**src/rtl/axis_packet_arbiter.sv**
```systemverilog
// axis_packet_arbiter
// Packet-level round-robin arbiter that shares one AXI-stream write port
// (FIFO data_i/valid_i/ready_i side) between NUM_SRC source masters. A grant
// is held from the first beat up to and including the tlast beat, so packets
// never interleave downstream. Beats pass through combinationally while a
// packet is in flight; one idle cycle separates consecutive packets.
//
// Ports:
//   aclk, areset              clock, synchronous active-high reset
//   s_axis_tvalid/tready      per-source handshake (NUM_SRC bits each)
//   s_axis_tdata              flattened data, source i at [i*TDATA_WIDTH +: TDATA_WIDTH]
//   s_axis_tkeep/tlast        per-source sideband (NUM_SRC bits each)
//   m_axis_*                  muxed stream towards the FIFO ({tkeep, tlast, tdata})
//   grant_o                   index of the current or most recently granted source
//   busy_o                    high while a packet is being passed through
//   pkt_cnt_clr_i, pkt_cnt_o  optional per-source packet counters (16 bits each),
//                             only present when ARB_PKT_CNT_EN is defined
module axis_packet_arbiter #(
    parameter  int unsigned NUM_SRC     = 4,
    parameter  int unsigned TDATA_WIDTH = 8,
    localparam int unsigned GRANT_W     = $clog2(NUM_SRC)
) (
    input  logic                           aclk,
    input  logic                           areset,
    input  logic [NUM_SRC-1:0]             s_axis_tvalid,
    output logic [NUM_SRC-1:0]             s_axis_tready,
    input  logic [NUM_SRC*TDATA_WIDTH-1:0] s_axis_tdata,
    input  logic [NUM_SRC-1:0]             s_axis_tkeep,
    input  logic [NUM_SRC-1:0]             s_axis_tlast,
    output logic                           m_axis_tvalid,
    input  logic                           m_axis_tready,
    output logic [TDATA_WIDTH-1:0]         m_axis_tdata,
    output logic                           m_axis_tkeep,
    output logic                           m_axis_tlast,
    output logic [GRANT_W-1:0]             grant_o,
    output logic                           busy_o
`ifdef ARB_PKT_CNT_EN
    ,
    input  logic                           pkt_cnt_clr_i,
    output logic [NUM_SRC*16-1:0]          pkt_cnt_o
`endif
);

    typedef enum logic {IDLE, PASS} state_t;

    state_t                   state;
    logic [GRANT_W-1:0]       rr_ptr;
    logic [GRANT_W-1:0]       next_grant;
    logic                     req_any;
    logic                     last_hs;
    logic [TDATA_WIDTH-1:0]   src_data [NUM_SRC];

    // Unflatten source data so the mux can index by grant
    for (genvar i = 0; i < NUM_SRC; i++) begin : g_unpack
        assign src_data[i] = s_axis_tdata[i*TDATA_WIDTH +: TDATA_WIDTH];
    end

    // Round-robin search: first valid source after rr_ptr, modulo NUM_SRC.
    // Iterating from the farthest offset down leaves the nearest one selected.
    always_comb begin : rr_search
        logic [GRANT_W-1:0] idx;
        idx        = '0;
        next_grant = '0;
        for (int k = NUM_SRC; k >= 1; k--) begin
            idx = GRANT_W'((32'(rr_ptr) + 32'(k)) % NUM_SRC);
            if (s_axis_tvalid[idx]) begin
                next_grant = idx;
            end
        end
    end

    assign req_any = |s_axis_tvalid;

    // Zero-latency pass-through of the granted source while in PASS
    always_comb begin : pass_mux
        s_axis_tready = '0;
        m_axis_tvalid = 1'b0;
        m_axis_tdata  = '0;
        m_axis_tkeep  = 1'b0;
        m_axis_tlast  = 1'b0;
        if (state == PASS) begin
            s_axis_tready[grant_o] = m_axis_tready;
            m_axis_tvalid          = s_axis_tvalid[grant_o];
            m_axis_tdata           = src_data[grant_o];
            m_axis_tkeep           = s_axis_tkeep[grant_o];
            m_axis_tlast           = s_axis_tlast[grant_o];
        end
    end

    // Final beat of the granted packet is accepted downstream
    assign last_hs = (state == PASS) & m_axis_tvalid & m_axis_tready & m_axis_tlast;

    // Arbitration FSM; rr_ptr starts at NUM_SRC-1 so source 0 wins first
    always_ff @(posedge aclk) begin : arb_fsm
        if (areset) begin
            state   <= IDLE;
            rr_ptr  <= GRANT_W'(NUM_SRC - 1);
            grant_o <= '0;
            busy_o  <= 1'b0;
        end else begin
            case (state)
                IDLE: begin
                    if (req_any) begin
                        grant_o <= next_grant;
                        state   <= PASS;
                        busy_o  <= 1'b1;
                    end
                end
                PASS: begin
                    if (last_hs) begin
                        rr_ptr <= grant_o;
                        state  <= IDLE;
                        busy_o <= 1'b0;
                    end
                end
                default: begin
                    state  <= IDLE;
                    busy_o <= 1'b0;
                end
            endcase
        end
    end

`ifdef ARB_PKT_CNT_EN
    logic [15:0] pkt_cnt [NUM_SRC];

    // Per-source completed-packet counters; clear beats a same-cycle increment
    always_ff @(posedge aclk) begin : pkt_counters
        for (int i = 0; i < NUM_SRC; i++) begin
            if (areset || pkt_cnt_clr_i) begin
                pkt_cnt[i] <= '0;
            end else if (last_hs && (grant_o == GRANT_W'(i))) begin
                pkt_cnt[i] <= pkt_cnt[i] + 16'd1;
            end
        end
    end

    for (genvar i = 0; i < NUM_SRC; i++) begin : g_cnt_flat
        assign pkt_cnt_o[i*16 +: 16] = pkt_cnt[i];
    end
`endif

endmodule

```
**config.mk**
```make
export PLATFORM = sky130hd
export DESIGN_NAME = axis_packet_arbiter
export DESIGN_NICKNAME = d
export VERILOG_FILES = /design/src/rtl/axis_packet_arbiter.sv
export SDC_FILE = /design/constraint.sdc
export NUM_CORES = 1
export LEC_CHECK = 0
export ABC_AREA = 1
export BUFFER_PORTS_ARGS = -buffer_cell sky130_fd_sc_hd__buf_2
export CORE_ASPECT_RATIO = 1.2
export CORE_MARGIN = 5
export CORE_UTILIZATION = 41
export CTS_CLUSTER_DIAMETER = 100
export DETAILED_ROUTE_END_ITERATION = 10
export PLACE_DENSITY = 0.84
export SYNTH_ARGS = -nofsm -noshare
export SYNTH_HDL_FRONTEND = slang
export SYNTH_SLANG_ARGS = --single-unit
```
**constraint.sdc**
```tcl
create_clock -name aclk -period 3.4 [get_ports aclk]
set_clock_uncertainty 0.05 [all_clocks]
set_input_delay 0.51 -clock aclk [delete_from_list [all_inputs] [get_ports aclk]]
set_output_delay 0.51 -clock aclk [all_outputs]
set_load 0.01 [all_outputs]
```
==> reports/results.ini, run 1 <==
[clock_tree]
cts_buffers=3
cts_tree=yes
clock_latency_ps=240
clockBufferDepth=2
hold_buffers=0
cts_root_buf=clkbuf_4
cts.repair.resized=0
clkTransAtPathRegs_ps=40
clkSinkCount=6
post-cts-setup-buffer-count=0
cts-htree-levels=1

[routing]
wl_per_cell_um=12.2
viasPerCell=5.28
via_count=1162
postRouteAntennaNets=0
drc=0
drt_first_pass_iters=4
wirelength_um=2680
drt_iter0_drc=16

[power_and_ir_drop]
p_leak_nw=0.642
max-vdd-ir-drop_uv=162
powerDensity_mw_per_mm2=298

[final_layout]
layout_commonest_cell=buf_2
stdcell_count=220
area_growth_pct=42.4
final_util_pct=61.4
layout_common_cells=64 x buf_2, 40 x nand2_1, 26 x nand3_1
fin_nets=250
drive_gt1_share_pct=39.8
diodes=0

[worst_setup_path]
reg2reg_depth=7
path_cells=inv_2 > nand2_2 > clkinv_4 > a22oi_1 > a31oi_1 > buf_2
cp_max_fo=23
cp.required_ps=2840
timing.rr.end=rr_ptr[0]$_SDFFE_PP1P_
r2r-start=grant_o[1]$_SDFFE_PP0P_
crit_path_end_kind=output port
crit_slowest_cell=dfxtp_1
reg2reg_slack_ps=1620
worstPathArrival_ps=1900
start_kind=flop
crit_type=flop to output port
max_stage_delay_ps=770

[placed_design]
pre_cts_ws_ps=1230
port_buffers=64
place_congestion=0.795
dp.cells=217
dp_hpwl_um=2260

[sta]
finalHoldViolCount=0
setup_slack_ps=945
setup_tns_ps=0
rsz0062_at_grt=false
finalCritPeriodShare_pct=72.2
hold_slack_ps=405
finalSetupViolations=0
slew_violations=0
max_slew_margin_pct=52.3
min_period_ps=2460
fmax_ghz=0.407
max_slew.worst_pin.slew_ps=715

[die]
dieArea_mm2=0.00290
rows=17
ios=65
fp.dieW_um=50.0
die_height_um=58.0
coreArea_mm2=0.00183
start_util_pct=43.1

[global_route]
grt_pass1_wl_um=4360
grt_overflow=0
antenna_found_initial=0
grt_pass1_vias=1190
grt_use_total_pct=17.9
grt_max_degree=24

[flow_run]
max-cap-violations=0

[synthesis]
syn_nets=187
yosys_warnings=0
synth_compound_area_share_pct=26.3
synth_top_area_cell=nand2_1
synthCells=140
synth_xor_xnor_area_share_pct=0
ys_seq_elements=6
synthSimpleGateAreaFrac_pct=46.2
synth_top_area_share_pct=19.0
ys_top_cells_by_area=nand2_1 19%, nand3_1 17%, dfxtp_1 15%
synthMuxAreaShare_pct=0
synthAdderAreaFrac_pct=0
syn_area_um2=788
ys_seq_area_share_pct=15.2
synth_top_family_by_area=simple AND/OR/NAND/NOR gates
yosysUniqueCellTypes=20
avgSynthCellArea_um2=5.63

[worst_hold_path]
hold_start=busy_o$_SDFFE_PP0P_
holdPathStages=2
hold_class=flop to flop
hold_end=busy_o$_SDFFE_PP0P_

[outcome]
status=completed

==> per-stage QoR <==
stage,cell area [um2],power (mW)
after floorplan,788,0.209
after CTS,1120,0.338
final,1120,0.335
after global routing,1120,0.364
after detailed placement,1100,0.273
after global placement,1100,0.268
==> worst max-delay path: cells and delay by family, from the launching register on <==
kind	cells	cell delay [ps]
flops	1	770
buf+inv	3	400
compound gates	2	340
simple gates	1	140
==> cells in the mapped netlist <==
library cell / instances
nand2_2: 7
buf_2: 2
a22oi_1: 9
and2_1: 1
inv_2: 3
o21ai_0: 1
inv_1: 10
clkinv_4: 1
nand2_1: 40
nand3_1: 26
a21oi_1: 6
nor2_1: 9
clkbuf_1: 3
o211ai_1: 2
a31oi_1: 9
inv_4: 1
o22ai_1: 2
a31oi_4: 1
dfxtp_1: 6
buf_6: 1
==> registers in the layout (all words and copies together) (netlist names) <==
signal and flops:
grant_o 2, state 1, rr_ptr 2, busy_o 1
==> report_power, final <==
group	total (mW)	switching [mW]	internal, mW
Sequential	0.0959	0.0188	0.0771
Clock	0.0623	0.0226	0.0397
Combinational	0.176	0.102	0.0743
Total	0.335	0.144	0.191
==> area by class of cell <==
type | instances | area, um2
Tap cell | 19 | 23.8
Inverter | 15 | 63.8
Multi-Input combinational cell | 113 | 572
Fill cell | 182 | 707
Clock buffer | 3 | 22.5
Timing Repair Buffer | 64 | 320
Sequential cell | 6 | 120
==> how the worst max path moves through the flow <==
stage	from	end	slack [ps]	cells past startpoint
2_1_floorplan	grant_o[1]$_SDFFE_PP0P_	m_axis_tdata[2]	1660	4
3_3_place_gp	grant_o[1]$_SDFFE_PP0P_	m_axis_tdata[1]	1320	6
3_5_place_dp	grant_o[1]$_SDFFE_PP0P_	m_axis_tdata[5]	1230	6
4_1_cts	grant_o[1]$_SDFFE_PP0P_	m_axis_tdata[5]	950	6
5_1_grt	grant_o[1]$_SDFFE_PP0P_	m_axis_tkeep	830	6
6_report	grant_o[1]$_SDFFE_PP0P_	m_axis_tdata[5]	940	6
==> cells by family after synthesis <==
group / count (synthesis)
AOI/OAI and AO/OA: 30
buffers and inverters: 21
DFF: 6
and+or+nand+nor: 83
==> routing by layer <==
layer  GRT usage, %  share of wire, %  vias to the layer above
met5              0                 0                        -
met4           7.87              0.86                        0
met3           5.14                11                        4
met2           33.9                52                       58
met1           17.3                36                      495
li1               -                 -                      605
No activity file was read; power rests on OpenSTA's default activity.
==> run 2, diff against run 1 <==
- ABC_AREA: 1 -> 0
- CORE_UTILIZATION: 41 -> 36
- PLACE_DENSITY: 0.84 -> 0.79
- clock period: 3.4 -> 2.3 ns (I/O delays scaled with it)
==> reports/results.ini, run 2 <==
[routing]
wirelength_um=2240
viasPerCell=5.26
drt_iter0_drc=22
drc=0
drt_first_pass_iters=4
wl_per_cell_um=14.3
postRouteAntennaNets=0
via_count=821

[worst_setup_path]
crit_type=flop to output port
cp_max_fo=10
crit_path_end_kind=output port
reg2reg_slack_ps=550
timing.rr.end=rr_ptr[0]$_SDFFE_PP1P_
path_cells=buf_4 > mux4_2 > and2_1 > buf_2
worstPathArrival_ps=1700
cp.required_ps=1900
crit_slowest_cell=mux4_2
reg2reg_depth=3
cp_top_family=multiplexers
max_stage_delay_ps=500
start_kind=flop
r2r-start=grant_o[1]$_SDFFE_PP0P_
critPathBufInv=2

[synthesis]
synth_edf_count=0
synthTopCellsByCount=10 x and2_1, 9 x nor2_1, 7 x mux4_2, 6 x dfxtp_1
syn_nets=121
async_reset_ff_share_pct=0
avgSynthCellArea_um2=9.43
syn_area_um2=698
synth_flop_cell=dfxtp_1
synthCells=74
synth_top_area_cell=mux4_2
synth_top_area_share_pct=22.6
ys_seq_area_share_pct=17.2
yosysUniqueCellTypes=27
yosys_warnings=0
yosysMostFrequentCell=and2_1
ys_top_cells_by_area=mux4_2 23%, dfxtp_1 17%, mux4_1 11%
ys_seq_elements=6

[final_layout]
stdcell_area_mm2=0.00105
fin_nets=186
diodes=0
layout_common_cells=64 x buf_2, 10 x and2_1, 9 x nor2_1
layout_commonest_cell=buf_2
reg_top3=grant_o x2, rr_ptr x2
area_growth_pct=50.4
drive_gt1_share_pct=56.9

[clock_tree]
cts-htree-levels=1
cts_root_buf=clkbuf_4
cts_buffers=3
hold_buffers=0
clkTransAtPathRegs_ps=40
clock_latency_ps=240
cts_tree=yes
clkSinkCount=6
clockBufferDepth=2

[worst_hold_path]
holdPathStages=2
hold_end=grant_o[1]$_SDFFE_PP0P_
hold_class=primary input to flop
hold_start=areset

[placed_design]
place_area_mm2=0.00103
port_buffers=64
place_congestion=0.847
dp_hpwl_um=1870

[sta]
fmax_ghz=0.478
max_slew_margin_pct=58.8
finalCritPeriodShare_pct=90.9
max_slew.worst_pin.slew_ps=617
setup_tns_ps=0
finalSetupViolations=0
hold_slack_ps=343
finalHoldViolCount=0
rsz0062_at_grt=false
min_period_ps=2090
slew_violations=0

[power_and_ir_drop]
p_leak_nw=0.546
combPwrFrac_pct=50.4
max-vdd-ir-drop_uv=402
powerDensity_mw_per_mm2=472
p_clk_share_pct=19.0
switching_share_pct=34.3
internal_power_uw=326
seq_power_share_pct=30.6
p_sw_uw=170

[global_route]
antenna_found_initial=0
grt_pass1_wl_um=3550
grt_pass1_vias=866
grt_use_total_pct=15.0
grt_overflow=0
grt_max_degree=18

[die]
die_height_um=58.2
start_util_pct=37.7
ios=65
fp.dieW_um=50.2
rows=17
coreArea_mm2=0.00185
dieArea_mm2=0.00292

[outcome]
status=completed

[flow_run]
max-cap-violations=0

-- run 2: metal layers --
metal / GRT usage (%) / part of all wire, % / vias to the layer above
met1: 14.8 / 35 / 372
met2: 29.4 / 55 / 41
met4: 5.24 / 0.45 / 0
li1: - / - / 404
met3: 3.60 / 9.6 / 4
met5: 0 / 0 / -
-- run 2: worst max path at each step --
stage / startpoint / endpoint / slack (ps) / cells after the start
2_1_floorplan: grant_o[0]$_SDFFE_PP0P_ / m_axis_tdata[0] / 440 / 4
3_3_place_gp: grant_o[0]$_SDFFE_PP0P_ / m_axis_tdata[3] / 350 / 4
3_5_place_dp: grant_o[0]$_SDFFE_PP0P_ / m_axis_tdata[5] / 280 / 4
4_1_cts: grant_o[0]$_SDFFE_PP0P_ / m_axis_tdata[5] / 30 / 4
5_1_grt: grant_o[1]$_SDFFE_PP0P_ / m_axis_tvalid / 90 / 3
6_report: grant_o[0]$_SDFFE_PP0P_ / m_axis_tdata[5] / 210 / 4
-- run 2: cell families after synthesis --
kind of cell / after synthesis / synth area share, %
buf+inv: 9 / 6.09
flops: 6 / 17.2
compound gates: 15 / 14.2
simple gates: 30 / 22.9
mux: 14 / 39.6
-- run 2: final cells by class --
| cell class | count | area (um2) |
|---|---|---|
| clock buffer | 3 | 22.5 |
| inverter | 3 | 11.3 |
| sequential | 6 | 121 |
| multi-input combinational | 59 | 536 |
| tap | 19 | 23.8 |
| fill | 173 | 801 |
| timing repair buffer | 66 | 335 |
-- run 2: what timing repair did --
item	in CTS	in global routing
gates resized for setup	0	1
setup buffers	0	0
setup endpoints to repair	0	6
hold endpoints to repair	0	0
-- run 2: power by group through the flow --
stage / clock, mW / combinational (mW) / sequential [mW]
3_3_place_gp: 0 / 0.248 / 0.151
4_1_cts: 0.0986 / 0.253 / 0.152
6_report: 0.0944 / 0.250 / 0.152
2_1_floorplan: 0 / 0.173 / 0.134
5_1_grt: 0.102 / 0.279 / 0.157
3_5_place_dp: 0 / 0.252 / 0.154
-- run 2: per-stage QoR --
stage | utilization, % | setup WS (ps) | std cells | power, mW
after floorplan | - | 444 | 74 | 0.306
after global placement | 55.4 | 354 | 153 | 0.400
after detailed placement | 55.4 | 284 | 153 | 0.406
after CTS | 56.7 | 25.8 | 156 | 0.504
after global routing | 56.7 | 86.0 | 156 | 0.538
final | 56.7 | 209 | 156 | 0.496
